$ cat src/rtl/tpu_pkg.sv
// Shared types and defaults for the systolic matrix-multiply engine.
package tpu_pkg;

  typedef enum logic [1:0] {
    StIdle,
    StLoad,
    StCompute,
    StDrain
  } state_e;

  localparam int unsigned DefN  = 4;
  localparam int unsigned DefDW = 4;
  localparam int unsigned DefAW = 10;

  // Skewed wavefront needs 3N-2 cycles to reach the far corner PE.
  function automatic int unsigned compute_len(input int unsigned n);
    return 3 * n - 2;
  endfunction

endpackage

$ cat src/rtl/mac_pe.sv
// Output-stationary multiply-accumulate cell with operand pass-through.
// Define TPU_ACC_SAT_EN to clamp on overflow instead of wrapping.
module mac_pe
  import tpu_pkg::*;
#(
  parameter int unsigned DW = DefDW,
  parameter int unsigned AW = DefAW
) (
  input  logic          clk,
  input  logic          res,
  input  logic          clr,
  input  logic          en,
  input  logic [DW-1:0] a_in,
  input  logic [DW-1:0] b_in,
  output logic [DW-1:0] a_out,
  output logic [DW-1:0] b_out,
  output logic [AW-1:0] acc_out,
  output logic          ovf
);

  logic [DW-1:0]   a_q, b_q;
  logic [AW-1:0]   acc_q, acc_d;
  logic            ovf_q;
  logic [2*DW-1:0] prod;
  logic [AW:0]     sum;

  assign prod = {{DW{1'b0}}, a_in} * {{DW{1'b0}}, b_in};
  assign sum  = {1'b0, acc_q} + (AW + 1)'(prod);

  always_comb begin
`ifdef TPU_ACC_SAT_EN
    acc_d = sum[AW] ? {AW{1'b1}} : sum[AW-1:0];
`else
    acc_d = sum[AW-1:0];
`endif
  end

  always_ff @(posedge clk) begin
    if (!res) begin
      a_q   <= '0;
      b_q   <= '0;
      acc_q <= '0;
      ovf_q <= 1'b0;
    end else begin
      // Pipes return to zero outside compute so the next run starts clean.
      a_q <= en ? a_in : '0;
      b_q <= en ? b_in : '0;
      if (clr) begin
        acc_q <= '0;
        ovf_q <= 1'b0;
      end else if (en) begin
        acc_q <= acc_d;
        if (sum[AW]) ovf_q <= 1'b1;
      end
    end
  end

  assign a_out   = a_q;
  assign b_out   = b_q;
  assign acc_out = acc_q;
  assign ovf     = ovf_q;

endmodule

$ cat src/rtl/systolic_mm_engine.sv
// N x N output-stationary systolic engine: buffered operand load, skewed feed,
// row-at-a-time result drain with backpressure.
module systolic_mm_engine
  import tpu_pkg::*;
#(
  parameter int unsigned N  = DefN,
  parameter int unsigned DW = DefDW,
  parameter int unsigned AW = DefAW
) (
  input  logic                 clk,
  input  logic                 res,
  input  logic                 start,
  input  logic                 acc,
  output logic                 busy,
  input  logic                 in_valid,
  output logic                 in_ready,
  input  logic [N*DW-1:0]      in_a,
  input  logic [N*DW-1:0]      in_b,
  output logic                 out_valid,
  input  logic                 out_ready,
  output logic [$clog2(N)-1:0] out_row,
  output logic [N*AW-1:0]      out_data,
  output logic                 done,
  output logic                 ovf
);

  localparam int unsigned RW   = $clog2(N);
  localparam int unsigned CLen = compute_len(N);
  localparam int unsigned TW   = $clog2(CLen);

  state_e        state_q, state_d;
  logic [RW-1:0] k_q, k_d, row_q, row_d;
  logic [TW-1:0] t_q, t_d;
  logic          done_q, done_d;
  logic          clr_acc, pe_en, load_beat;

  logic [DW-1:0] a_buf [N][N];
  logic [DW-1:0] b_buf [N][N];
  logic [DW-1:0] a_feed [N];
  logic [DW-1:0] b_feed [N];
  logic [DW-1:0] a_pass [N][N];
  logic [DW-1:0] b_pass [N][N];
  logic [AW-1:0] acc_w [N][N];
  logic [N*N-1:0] pe_ovf;
  logic [N-1:0]  unused_a_edge, unused_b_edge;

  assign load_beat = (state_q == StLoad) && in_valid;
  assign pe_en     = (state_q == StCompute);

  always_comb begin
    state_d = state_q;
    k_d     = k_q;
    t_d     = t_q;
    row_d   = row_q;
    done_d  = 1'b0;
    clr_acc = 1'b0;
    unique case (state_q)
      StIdle: begin
        if (start) begin
          state_d = StLoad;
          k_d     = '0;
          clr_acc = !acc;
        end
      end
      StLoad: begin
        if (in_valid) begin
          if (k_q == RW'(N - 1)) begin
            state_d = StCompute;
            k_d     = '0;
            t_d     = '0;
          end else begin
            k_d = k_q + 1'b1;
          end
        end
      end
      StCompute: begin
        if (t_q == TW'(CLen - 1)) begin
          state_d = StDrain;
          t_d     = '0;
          row_d   = '0;
        end else begin
          t_d = t_q + 1'b1;
        end
      end
      StDrain: begin
        if (out_ready) begin
          if (row_q == RW'(N - 1)) begin
            state_d = StIdle;
            row_d   = '0;
            done_d  = 1'b1;
          end else begin
            row_d = row_q + 1'b1;
          end
        end
      end
      default: state_d = StIdle;
    endcase
  end

  always_ff @(posedge clk) begin
    if (!res) begin
      state_q <= StIdle;
      k_q     <= '0;
      t_q     <= '0;
      row_q   <= '0;
      done_q  <= 1'b0;
      for (int i = 0; i < N; i++) begin
        for (int k = 0; k < N; k++) begin
          a_buf[i][k] <= '0;
          b_buf[i][k] <= '0;
        end
      end
    end else begin
      state_q <= state_d;
      k_q     <= k_d;
      t_q     <= t_d;
      row_q   <= row_d;
      done_q  <= done_d;
      if (load_beat) begin
        for (int i = 0; i < N; i++) begin
          a_buf[i][k_q] <= in_a[i*DW +: DW];
          b_buf[k_q][i] <= in_b[i*DW +: DW];
        end
      end
    end
  end

  // Row i / column j feeders are delayed by i / j cycles to form the wavefront.
  always_comb begin
    for (int i = 0; i < N; i++) begin
      a_feed[i] = '0;
      b_feed[i] = '0;
      if (state_q == StCompute) begin
        for (int k = 0; k < N; k++) begin
          if (int'(t_q) == i + k) begin
            a_feed[i] = a_buf[i][k];
            b_feed[i] = b_buf[k][i];
          end
        end
      end
    end
  end

  for (genvar i = 0; i < N; i++) begin : g_row
    for (genvar j = 0; j < N; j++) begin : g_col
      logic [DW-1:0] a_in, b_in;
      if (j == 0) begin : g_a_edge
        assign a_in = a_feed[i];
      end else begin : g_a_int
        assign a_in = a_pass[i][j-1];
      end
      if (i == 0) begin : g_b_edge
        assign b_in = b_feed[j];
      end else begin : g_b_int
        assign b_in = b_pass[i-1][j];
      end

      mac_pe #(
        .DW(DW),
        .AW(AW)
      ) u_pe (
        .clk    (clk),
        .res    (res),
        .clr    (clr_acc),
        .en     (pe_en),
        .a_in   (a_in),
        .b_in   (b_in),
        .a_out  (a_pass[i][j]),
        .b_out  (b_pass[i][j]),
        .acc_out(acc_w[i][j]),
        .ovf    (pe_ovf[i*N+j])
      );
    end
    assign unused_a_edge[i] = ^a_pass[i][N-1];
    assign unused_b_edge[i] = ^b_pass[N-1][i];
  end

  always_comb begin
    out_data = '0;
    for (int j = 0; j < N; j++) begin
      out_data[j*AW +: AW] = acc_w[row_q][j];
    end
  end

  assign busy      = (state_q != StIdle);
  assign in_ready  = (state_q == StLoad);
  assign out_valid = (state_q == StDrain);
  assign out_row   = row_q;
  assign done      = done_q;
  assign ovf       = |pe_ovf;

endmodule

$ cat config.mk
export PLATFORM = sky130hd
export DESIGN_NAME = systolic_mm_engine
export DESIGN_NICKNAME = d
export VERILOG_FILES = /design/src/rtl/tpu_pkg.sv /design/src/rtl/mac_pe.sv /design/src/rtl/systolic_mm_engine.sv
export SDC_FILE = /design/constraint.sdc
export NUM_CORES = 1
export LEC_CHECK = 0
export ABC_AREA = 0
export CAP_MARGIN = 15
export CORE_UTILIZATION = 35
export DETAILED_ROUTE_END_ITERATION = 8
export GPL_ROUTABILITY_DRIVEN = 0
export GPL_TIMING_DRIVEN = 0
export HOLD_SLACK_MARGIN = 0.1
export SYNTH_ARGS = -nofsm -noshare
export SYNTH_HDL_FRONTEND = slang
export SYNTH_SLANG_ARGS = --single-unit
$ cat constraint.sdc
create_clock -name clk -period 8.3 [get_ports clk]
set_input_delay 1.66 -clock clk [delete_from_list [all_inputs] [get_ports clk]]
set_output_delay 1.66 -clock clk [all_outputs]
set_load 0.03 [all_outputs]
==> results.cfg <==
[outcome]
status = completed

[power_and_ir_drop]
clkPwrFrac_pct = 39.7
switchingPower_mw = 1.98
seq_power_share_pct = 37.7
p_per_area_mw_per_mm2 = 175
internal-power_mw = 3.78
switching_share_pct = 34.4
power_leakage_nw = 15.2
peakVddDrop_uv = 167
pwr-share-comb_pct = 22.6

[placed_design]
port_buffers = 83
post-place-cells = 4271
hpwl_um = 73600

[timing]
hold_slack_ns = 0.460
grt_setup_unrepaired = false
tightest_slew_ns = 1.27
post-route-period-util_pct = 75.4
finalSetupViolations = 0
fin_skew_ns = 0.0462
tns_ns = 0
max_freq_ghz = 0.160
max_slew_margin_pct = 15.2
final_max_slew_viol_count = 0
hold_viol_final = 0
layout_min_cycle_time_ns = 6.26

[clock_network]
cts_hold_buf = 0
clk_path_buf_depth = 3
clock-root-buffer = clkbuf_16
cts.clk_slew.worst_paths_ns = 0.07
clkSinkCount = 411
clkLatencyLatePin_ns = 0.62
htree_num_levels = 2
cts_tree = done
cts_buffers = 48
cts_resized = 0
cts_setup_buffers = 0

[floorplanning]
die_h_um = 290
core-area_mm2 = 0.0820
die-area_mm2 = 0.0839
io_pins = 85
rows = 105
start_util_pct = 35.3
fp.dieW_um = 290

[layout]
fillers = 8183
final_cells = 4361
utilization_pct = 40.1
final_common_cell = inv_1
layout-area-overhead-vs-synth_pct = 13.5
drive_gt1_share_pct = 6.96
final_cell_mix = 391 x inv_1, 311 x dfxtp_1, 298 x ha_1, 245 x nor2_1, 243 x nand2_1
nNetsFinal = 3731

[global_routing]
grt_antenna_before_repair = 2
grt_pass1_wl_um = 143000
busiest_layer = met2
grt_util_all_layers_pct = 23.0
grt_util_met3_pct = 3.70
grt_use_met2_pct = 37.1
grt_max_degree = 17
grt_overflow_total = 0
use_met1_pct = 31.1
grt_pass1_vias = 22600

[logic_synthesis]
synthDistinctLibCells = 66
synthesis.nets = 3595
yosys_warnings = 0
ys.flop_type = dfxtp_1
synth_edf_count = 100
ys_ff_latch = 411
syn_avg_cell_area_um2 = 9.30
seq_area_frac_synth_pct = 31.9
netlist_area_mm2 = 0.0290
syn_inst = 3115
synthArstFlopShare_pct = 0

[setup_path]
path_max_fanout = 10
critPathArrivalTime_ns = 6.80
critPathRequiredTime_ns = 8.85
critPathKind = reg2reg
cp-start-kind = register
end_kind = register

[drt]
routed_wirelength_um = 96900
ant_nets = 0
drt_iter0_markers = 2383
vias = 23500
routed_via_density = 5.40
routedWlPerCell_um = 22.2
dr.pass1.iters = 7
drc = 0

[job]
drv_cap = 0

[min_path]
min_path_type = reg2reg
==> layout make-up <==
class / instances / area, µm² / area share (%)
Inverter: 392 / 1470 / 4.48
Buffer: 150 / 686 / 2.09
Clock buffer: 59 / 1300 / 3.96
Clock inverter: 30 / 364 / 1.11
Tap cell: 1070 / 1340 / 4.07
Sequential cell: 411 / 9230 / 28.1
Timing Repair Buffer: 86 / 888 / 2.70
Antenna cell: 1 / 2.50 / 0.00762
Multi-Input combinational cell: 2162 / 17600 / 53.5
==> worst paths after layout <==
path                                    from                           endpoint  slack (ns)  depth (start not counted)
worst max-delay path              state_q[0]  g_row[0].g_col[3].u_pe.acc_out[9]        2.04                         17
worst min-delay path            a_buf[2][11]                       a_buf[2][11]        0.46                          2
worst max register to register    state_q[0]  g_row[0].g_col[3].u_pe.acc_out[9]        2.04                         17
worst min register to register  a_buf[2][11]                       a_buf[2][11]        0.46                          2
==> kinds of logic (layout without fill, tap and decap cells) <==
logic type	after synthesis	count (layout)	synth area share (%)
AO/OA/AOI/OAI	477	477	11.0
buffers and inverters	542	717	7.45
multiplexers	160	160	7.60
AND/OR/NAND/NOR	1047	1047	18.2
XOR/XNOR	36	36	1.09
adder cells (fa/ha/maj)	442	442	22.8
other	0	1	0
flip-flops	411	411	31.9
==> per-stage QoR <==
stage	setup WS (ns)	power [mW]	instance area, µm²
after global placement	2.28	3.45	31100
after floorplan	3.73	2.86	29000
after global routing	1.84	5.91	32900
final	2.04	5.76	32900
after detailed placement	2.22	3.47	31200
after CTS	2.20	5.74	32900
==> layer usage <==
layer  vias to the layer above  routed length [µm]
li1                      11000                   -
met3                       178                7660
met4                         0                3440
met2                       952               44000
met1                     11500               41800
met5                         -                   0
==> state kept, by name (all words and copies together) (netlist names) <==
signal                    cells
done                          1
t_q                           4
g_row.g_col.u_pe.a_out       48
g_row.g_col.u_pe.ovf         16
out_row                       2
k_q                           2
b_buf                        64
g_row.g_col.u_pe.acc_out    160
a_buf                        64
state_q                       2
g_row.g_col.u_pe.b_out       48
==> power by group through the flow <==
stage | sequential [mW] | clock [mW] | combinational, mW
2_1_floorplan | 2.19 | 0 | 0.668
3_3_place_gp | 2.21 | 0 | 1.24
3_5_place_dp | 2.21 | 0 | 1.26
4_1_cts | 2.17 | 2.31 | 1.26
5_1_grt | 2.18 | 2.38 | 1.35
6_report | 2.17 | 2.29 | 1.30
==> critical path: stages (launching register included) <==
cell      delay, ns
dfxtp_1        0.35
inv_1          0.11
ha_1           0.23
buf_2          0.33
clkbuf_1       0.96
o21ai_0        0.29
nor2_1         0.62
nand2_1        0.18
fa_1           0.59
fa_1           0.43
fa_1           0.49
inv_1          0.04
ha_1           0.31
nor2b_1        0.17
o31a_1         0.26
o21a_1         0.21
o41ai_1        0.38
mux2i_1        0.23
==> synthesized netlist by cell type (all sizes together), types with 27 or more instances <==
master | instances | area share (%)
and3 | 214 | 4.7
a211oi | 50 | 1.3
ha | 298 | 13
nor3 | 62 | 1.1
edfxtp | 100 | 10
nor2 | 252 | 3.3
mux4 | 48 | 3.7
and2 | 115 | 2.5
nand3 | 48 | 0.83
fa | 144 | 10
inv | 391 | 5.1
a21oi | 135 | 2.3
dfxtp | 311 | 22
buf | 70 | 1.3
mux2i | 112 | 3.9
nand2 | 243 | 3.1
nand2b | 31 | 0.70
nor2b | 27 | 0.58
clkbuf | 80 | 1.0
o21ai | 112 | 1.9
a31oi | 32 | 0.69
(Power assumes the default switching activity.)
